[src/rtl/stack_pkg.sv]
// Shared types and constants for the bounded stack-pointer block.
package stack_pkg;
  localparam int STACK_WIDTH = 8;

  typedef enum logic {
    SP_NORMAL = 1'b0,
    SP_FAULT  = 1'b1
  } sp_state_t;
endpackage

[src/rtl/sp_limit_check.sv]
// Unsigned window comparator: classifies a candidate against inclusive [lo, hi].
module sp_limit_check
  import stack_pkg::*;
#(
  parameter int WIDTH = STACK_WIDTH
) (
  input  logic [WIDTH-1:0] cand,
  input  logic [WIDTH-1:0] lo,
  input  logic [WIDTH-1:0] hi,
  output logic             in_range,
  output logic             above,
  output logic             below
);
  assign above    = cand > hi;
  assign below    = cand < lo;
  assign in_range = !above && !below;
endmodule

[src/rtl/stack_ptr_bounded.sv]
// Stack pointer with shadow register, optional modulo wrap, and bounded-mode
// fault FSM with sticky overflow/underflow flags.
module stack_ptr_bounded
  import stack_pkg::*;
#(
  parameter int               WIDTH     = STACK_WIDTH,
  parameter logic [WIDTH-1:0] RESET_VAL = '0,
  parameter int               WRAP_EN   = 0
) (
  input  logic             CLK,
  input  logic             RST,
  input  logic [WIDTH-1:0] DATA,
  input  logic             LD,
  input  logic             INCR,
  input  logic             DECR,
  input  logic             SAVE,
  input  logic             RESTORE,
  input  logic             CLR_ERR,
  input  logic [WIDTH-1:0] LIMIT_LO,
  input  logic [WIDTH-1:0] LIMIT_HI,
  output logic [WIDTH-1:0] OUT,
  output logic             EMPTY,
  output logic             FULL,
  output logic             OVF,
  output logic             UNF,
  output logic             FAULT
);
  sp_state_t        state;
  logic [WIDTH-1:0] shadow;
  logic [WIDTH-1:0] step_val;
  logic [WIDTH-1:0] ld_val;
  logic [WIDTH-1:0] out_nxt;
  logic             step_in, step_above, step_below;
  logic             ld_in, ld_above, ld_below;
  logic             incr_ok, decr_ok;
  logic             ovf_set, unf_set, recover;

  assign step_val = INCR ? OUT + WIDTH'(1) : OUT - WIDTH'(1);
  assign ld_val   = LD ? DATA : shadow;

  sp_limit_check #(.WIDTH(WIDTH)) u_step_chk (
    .cand(step_val), .lo(LIMIT_LO), .hi(LIMIT_HI),
    .in_range(step_in), .above(step_above), .below(step_below)
  );

  sp_limit_check #(.WIDTH(WIDTH)) u_load_chk (
    .cand(ld_val), .lo(LIMIT_LO), .hi(LIMIT_HI),
    .in_range(ld_in), .above(ld_above), .below(ld_below)
  );

  // A step is legal only while it stays on the near side of its limit and does
  // not wrap the WIDTH-bit counter; this reduces to OUT < HI / OUT > LO.
  assign incr_ok = !(&OUT) && (step_in || step_below);
  assign decr_ok = (|OUT) && (step_in || step_above);

  assign FULL  = (WRAP_EN == 0) && (OUT == LIMIT_HI);
  assign EMPTY = (WRAP_EN == 0) && (OUT == LIMIT_LO);
  assign FAULT = (state == SP_FAULT);

  always_comb begin
    out_nxt = OUT;
    ovf_set = 1'b0;
    unf_set = 1'b0;
    recover = 1'b0;
    if (LD || RESTORE) begin
      if ((WRAP_EN != 0) || ld_in) begin
        out_nxt = ld_val;
        recover = 1'b1;
      end else begin
        ovf_set = ld_above;
        unf_set = ld_below;
      end
    end else if (INCR ^ DECR) begin
      if (WRAP_EN != 0) begin
        out_nxt = step_val;
      end else if (state == SP_NORMAL) begin
        if (INCR) begin
          if (incr_ok) out_nxt = step_val;
          else         ovf_set = 1'b1;
        end else begin
          if (decr_ok) out_nxt = step_val;
          else         unf_set = 1'b1;
        end
      end
    end
  end

  always_ff @(posedge CLK or posedge RST) begin
    if (RST) begin
      OUT    <= RESET_VAL;
      shadow <= RESET_VAL;
      OVF    <= 1'b0;
      UNF    <= 1'b0;
      state  <= SP_NORMAL;
    end else begin
      if (SAVE) shadow <= OUT;
      OUT <= out_nxt;
      if (WRAP_EN != 0) begin
        OVF   <= 1'b0;
        UNF   <= 1'b0;
        state <= SP_NORMAL;
      end else if (ovf_set || unf_set) begin
        // a fresh fault wins over a same-cycle CLR_ERR
        OVF   <= ovf_set || (OVF && !CLR_ERR);
        UNF   <= unf_set || (UNF && !CLR_ERR);
        state <= SP_FAULT;
      end else if (recover || CLR_ERR) begin
        OVF   <= 1'b0;
        UNF   <= 1'b0;
        state <= SP_NORMAL;
      end
    end
  end
endmodule

[config.mk]
export PLATFORM = sky130hd
export DESIGN_NAME = stack_ptr_bounded
export DESIGN_NICKNAME = d
export VERILOG_FILES = /design/src/rtl/stack_pkg.sv /design/src/rtl/sp_limit_check.sv /design/src/rtl/stack_ptr_bounded.sv
export SDC_FILE = /design/constraint.sdc
export NUM_CORES = 1
export LEC_CHECK = 0
export BUFFER_PORTS_ARGS = -buffer_cell sky130_fd_sc_hd__buf_2
export CAP_MARGIN = 15
export CORE_AREA = 2 2 64 127
export CTS_CLUSTER_DIAMETER = 50
export DETAILED_ROUTE_END_ITERATION = 7
export DIE_AREA = 0 0 66 129
export GPL_TIMING_DRIVEN = 0
export PLACE_DENSITY = 0.44
export RECOVER_POWER = 50
export SYNTH_ARGS = -nofsm -noshare
export SYNTH_HDL_FRONTEND = slang
export SYNTH_SLANG_ARGS = --single-unit
[constraint.sdc]
create_clock -name CLK -period 7.7 [get_ports CLK]
set_clock_uncertainty 0.1 [all_clocks]
set_input_delay 0.77 -clock CLK [delete_from_list [all_inputs] [get_ports CLK]]
set_output_delay 0.77 -clock CLK [all_outputs]
set_load 0.01 [all_outputs]
---- After elaboration in Yosys (flattened, before gate mapping) ----
Cells that the tools add are included.
word-level totals
  register bits after elaboration ......... 19
  bits of input ports ..................... 32
  output and inout port bits .............. 13
  logic and storage cells ................. 69
operators by class
  $add $sub $neg .......................... 2
  magnitude comparators ................... 4
  equality and inequality tests ........... 5
  mux-type cells .......................... 27
  bitwise operators ....................... 1
  reductions and logical operators ........ 25
operators by type and width
  operator                                                                  count
  8-bit 2-to-1 mux                                                          9
  1-bit 2-to-1 mux                                                          18
  8-bit == test                                                             2
  8-bit > comparator                                                        2
  8-bit less-than comparator                                                2
  8-bit by 1-bit adder with 8-bit output (second input constant)            1
  8-bit AND reduction                                                       1
  8-bit OR reduction                                                        1
  8-bit by 1-bit subtractor with 8-bit output (second input constant)       1
  1-bit logical OR                                                          7
  1-bit logical AND                                                         6
  1-bit zero test                                                           6
  5-bit AND reduction                                                       1
  2-bit nonzero test                                                        2
  3-bit by 1-bit inequality test with 1-bit output (second input constant)  1
  3-bit nonzero test                                                        1
  2-bit by 1-bit inequality test with 1-bit output (second input constant)  1
  2-bit inequality test (second input constant)                             1
  1-bit XOR                                                                 1

---- Depth between registers and ports, before layout ----
  depth after elaboration ................. 14
  gate-level depth with buffers ........... 15
  mapped depth without buffers ............ 15

---- Cells and area by module ----
A second synthesis with hierarchy kept.
unflattened totals
  cells, all modules ...................... 278
  area total of the unflattened synthesis .. 2453.6 µm²
by module, submodules not included
  module             instances  cells each  area each (µm²)  seq. area each (µm²)
  stack_ptr_bounded  1          170         1592.8           475.5
  sp_limit_check     2          54          430.4            0.0

---- Worst setup path before layout ----
No wires, ideal clock.
  path type ............................... input-to-reg
  start point ............................. input port INCR
  end point ............................... register OUT[5]
  setup time .............................. 0.125 ns
  arrival time ............................ 3.724 ns
  data required time ...................... 7.475 ns
  setup slack ............................. 3.751 ns
  cell stages on the path ................. 15
  buffers on the path ..................... 0
  cell sequence ........................... inv_1 > ha_1 > a21o_1 > a21oi_1 > nor2b_1 > o21a_1 > nor2_1 > xnor2_1 > ha_1 > a211oi_1 > nor2_1 > o31a_1 > a2bb2oi_2 > o22ai_4 > mux2_4
between the ends
  cells in the longest elaborated chain, start to end .. 8
  elaborated cells on any way between the ends .. 21
  those cells by class .................... 2 x order compare; 1 x eq/ne; 7 x mux; 1 x bitwise; 10 x reduce/logical
RTL lines
  element                                                                                                         line                                              text
  start, declared                                                                                                 stack_ptr_bounded.sv:14                           input logic INCR,
  8-bit 2-to-1 mux                                                                                                stack_ptr_bounded.sv:38                           assign step_val = INCR ? OUT + WIDTH'(1) : OUT - WIDTH'(1);
  8-bit > comparator / 8-bit less-than comparator (equally long branches)                                         sp_limit_check.sv:14, sp_limit_check.sv:15
  1-bit zero test                                                                                                 sp_limit_check.sv:16                              assign in_range = !above && !below;
  1-bit logical AND                                                                                               sp_limit_check.sv:16
  1-bit logical OR, on equally long branches                                                                      stack_ptr_bounded.sv:53, stack_ptr_bounded.sv:54
  1-bit logical AND, on equally long branches                                                                     stack_ptr_bounded.sv:53, stack_ptr_bounded.sv:54
  3-bit by 1-bit inequality test with 1-bit output (no source line) / 3-bit nonzero test (equally long branches)  n/a
  5-bit AND reduction (no source line)                                                                            n/a
  end signal, assigned                                                                                            stack_ptr_bounded.sv:97                           OUT <= out_nxt;
  end, declared                                                                                                   stack_ptr_bounded.sv:21                           output logic [WIDTH-1:0] OUT,
Several ways; a longest one is shown, not always the timed one. The select of a mux whose other input is x is not followed.
A chain may end at the register's enable or synchronous reset.

---- Worst setup path in the final report ----
  start point ............................. input port INCR
  end point ............................... register OUT[6]
Same word-level chain as after synthesis.

==> results.md <==
- Status: complete, no violations
- Syn_nets: 306
- Wire length per cell: 17.4 um
- Pins over their slew limit: 0
- Input/output buffers: 42
- Worst slack after detailed placement: 3.07 ns
- Hold bufs inserted after CTS: 0
- Die Span Y: 129 um
- Max-cap violations: 0
- Endpoint kind of the worst setup timing path: flip-flop
- Number of enable-type register cells in the synthesized netlist: 0
- Setup crit start kind: primary input
- Clk root buf: sky130_fd_sc_hd__clkbuf_16
- Last weighted congestion value of the routability-driven placer: 0.859
- Leak Pwr: 0.00126 uW
- Cells after synthesis: 236
- Most numerous cell in the Yosys netlist: sky130_fd_sc_hd__ha_1
- Min-delay worst type: flip-flop to flip-flop
- Area of the mapped netlist: 2200 um^2
- Post-CTS Repair Setup Buffers: 0
- Met1 GRT Util: 17.3%
- Initial core utilization: 29.2%
- Skew-Pair Late Insertion Delay: 0.26 ns
- Deepest clock path buffer count: 2
- Final critical-path share of the clock period: 56.0%
- Total Negative Setup Slacks: 0 ns
- Number of search-and-repair iterations in the first detailed-routing pass: 4
- Unrepaired setup endpoints after global routing: false
- Area Overhead vs Synth: 18.5%
- Critical hold path startpoint: OVF$_DFFE_PP0P_
- Number of antenna violations at the first check in global routing: 0
- Data required time at the worst endpoint: 7.74 ns
- Number of design-rule violations left by the first detailed-router iteration: 54
- PwrDens: 398 nW/um^2
- Top FF cell, synth: sky130_fd_sc_hd__dfrtp_1
- Overall power consumption: 1040 uW
- Fraction of layout cells with a size suffix above 1: 24.8%
- Final antenna diode count: 0
- Crit Path Max Fanout: 8
- Slack of the critical path: 3.38 ns
- Die outline area: 8510 um^2
- First-pass GRT wire length: 10300 um
- Routed wire length: 6520 um
- Post-synth ARST share: 100%
- #FFs+latches synth: 19
- Routed vias/inst: 5.17
- Worst setup path category: primary input to flip-flop
- Die extent in x: 66 um
- Clock input transition at the sequential cells of the worst setup and hold paths: 0.05 ns
- Syn_area_per_cell: 9.33 um^2
- Achievable frequency: 232 MHz
- Global routing met2 resource utilization: 31.7%
- Library cell occupying the most area in the post-synthesis netlist: sky130_fd_sc_hd__dfrtp_1
- Placeable core region: 7540 um^2
- Num CTS Buffers: 3
- I/O pin count: 45
- Final hold violation count: 0
- Compound-Gate Fraction of Synth Area: 17.0%
- Synth cell types: 47
- Slew @ Worst Pin: 0.785 ns
- Final Net Count: 353
- Adder and majority cell fraction of the synthesized area: 21.9%
- Synth top area cells: sky130_fd_sc_hd__dfrtp_1 (22%), sky130_fd_sc_hd__ha_1 (21%), sky130_fd_sc_hd__mux2_2 (7.7%)
- Tightest hold margin: 0.372 ns
- Site row count: 45
- Peak supply drop: 0.169 mV
- Number of vias after detailed routing: 1945
- R2R Path Start: OUT[0]$_DFFE_PP0P_
- Cell Area, Placed: 2530 um^2
- Synth Area in XOR/XNOR: 7.56%
- Origin of the worst setup path: INCR
- Met3 track utilization from global routing: 1.05%
- Proportion of synthesized chip area in sequential cells: 21.6%
- Dominant combinational cell family by area after synthesis: adder cells
- Via count of the first global-routing pass: 2029
- Depth of the CTS H-tree: 1
- Antenna-violating nets left: 0
- DRC viols: 0
- DPL Wire Length: 5620 um
- Maximum number of pins on one net before global-route repair: 20
- Combined global-route utilization of all metal layers: 16.7%
- Period minus WS final: 4.32 ns
- CTS Sinks: 19
- Data arrival time of the critical path: 4.36 ns
- Final Setup Violations: 0
- Total gr overflow: 0
- Final Instance Area: 2610 um^2
- Simple-Gate Fraction of Synth Area: 12.0%
- TritonCTS clock tree: built
- GRT busiest layer: met2
- Slew margin rel.: 47.6%
- Synth top area share: 21.6%
- Number of gates resized after cts: 0
- Most frequent cells after synthesis: sky130_fd_sc_hd__ha_1 (37), sky130_fd_sc_hd__inv_1 (27), sky130_fd_sc_hd__dfrtp_1 (19)
- Synthesis Warnings: 0
- Mux cell area share after synthesis: 13.6%
[registers in the layout, summed over array words and instances, names as in the netlist]
register,cells
OVF,1
shadow,8
UNF,1
OUT,8
FAULT,1
[path summary, 6_finish.rpt]
| kind | end | slack (ns) | depth (start not counted) |
|---|---|---|---|
| max | OUT[6]$_DFFE_PP0P_ | 3.38 | 16 |
| min | OVF$_DFFE_PP0P_ | 0.37 | 1 |
| max reg2reg | OUT[6]$_DFFE_PP0P_ | 3.56 | 15 |
| min reg2reg | OVF$_DFFE_PP0P_ | 0.37 | 1 |
| max in group asynchronous | FAULT$_DFFE_PP0P_ | 6.46 | 2 |
| min in group asynchronous | shadow[5]$_DFFE_PP0P_ | 0.55 | 2 |
[layout by cell type (no fill, tap or decap), drive strengths merged, types with 2 or more instances in the layout]
cell and instances:
nand2 9, mux2 17, or4 2, xor2 2, nor4 5, inv 27, clkbuf 8, a21oi 16
o22ai 5, ha 37, nor2b 4, o21ai 6, xnor2 17, or2 4, mux2i 10, buf 44
nor2 8, dfrtp 19, o21a 5, and3 3, nand4 9, o211ai 2, a21o 5
[layer usage]
layer | up-vias | part of all wire, %
li1 | 958 | -
met1 | 928 | 37
met2 | 46 | 56
met3 | 13 | 2.8
met4 | 0 | 4.2
met5 | - | 0
[per-stage QoR]
step,cells,util [%]
2_1_floorplan,236,-
3_3_place_gp,372,33.5
3_5_place_dp,372,33.5
4_1_cts,376,34.6
5_1_grt,376,34.6
6_report,376,34.6
[power breakdown]
part	total (uW)	switching, uW	leakage (uW)	internal, uW
clock	111	40.1	0.0000382	70.6
sequential	219	69.0	0.000219	150
combinational	707	388	0.00101	319
total	1040	497	0.00126	540
[cells by family after synthesis]
group                      count (synthesis)
buffers and inverters                     33
xor gates and xnor gates                  19
AOI/OAI and AO/OA                         52
and+or+nand+nor                           48
muxes                                     27
adders and majority gates                 38
DFF                                       19
[final cells by class]
cell class,instances,area (um^2)
fillers,836,4940
multi-input cells,184,1590
flip-flops and latches,19,475
repair buffers,42,210
well taps,94,118
inverters,27,101
clock buffers,4,78.8
plain buffers,6,37.5
[worst max-delay path, stage by stage]
cell and delay (ns):
sky130_fd_sc_hd__buf_2 0.14, sky130_fd_sc_hd__inv_1 0.24, sky130_fd_sc_hd__ha_1 0.29, sky130_fd_sc_hd__a21o_1 0.17
sky130_fd_sc_hd__a21oi_1 0.22, sky130_fd_sc_hd__nor2b_1 0.10, sky130_fd_sc_hd__o21a_1 0.21, sky130_fd_sc_hd__nor2_1 0.12
sky130_fd_sc_hd__xnor2_1 0.17, sky130_fd_sc_hd__ha_1 0.29, sky130_fd_sc_hd__a211oi_1 0.23, sky130_fd_sc_hd__nor2_1 0.12
sky130_fd_sc_hd__o31a_1 0.37, sky130_fd_sc_hd__a2bb2oi_2 0.19, sky130_fd_sc_hd__o22ai_4 0.37, sky130_fd_sc_hd__mux2_4 0.34
Note: power is estimated with default switching activity, not from simulation.
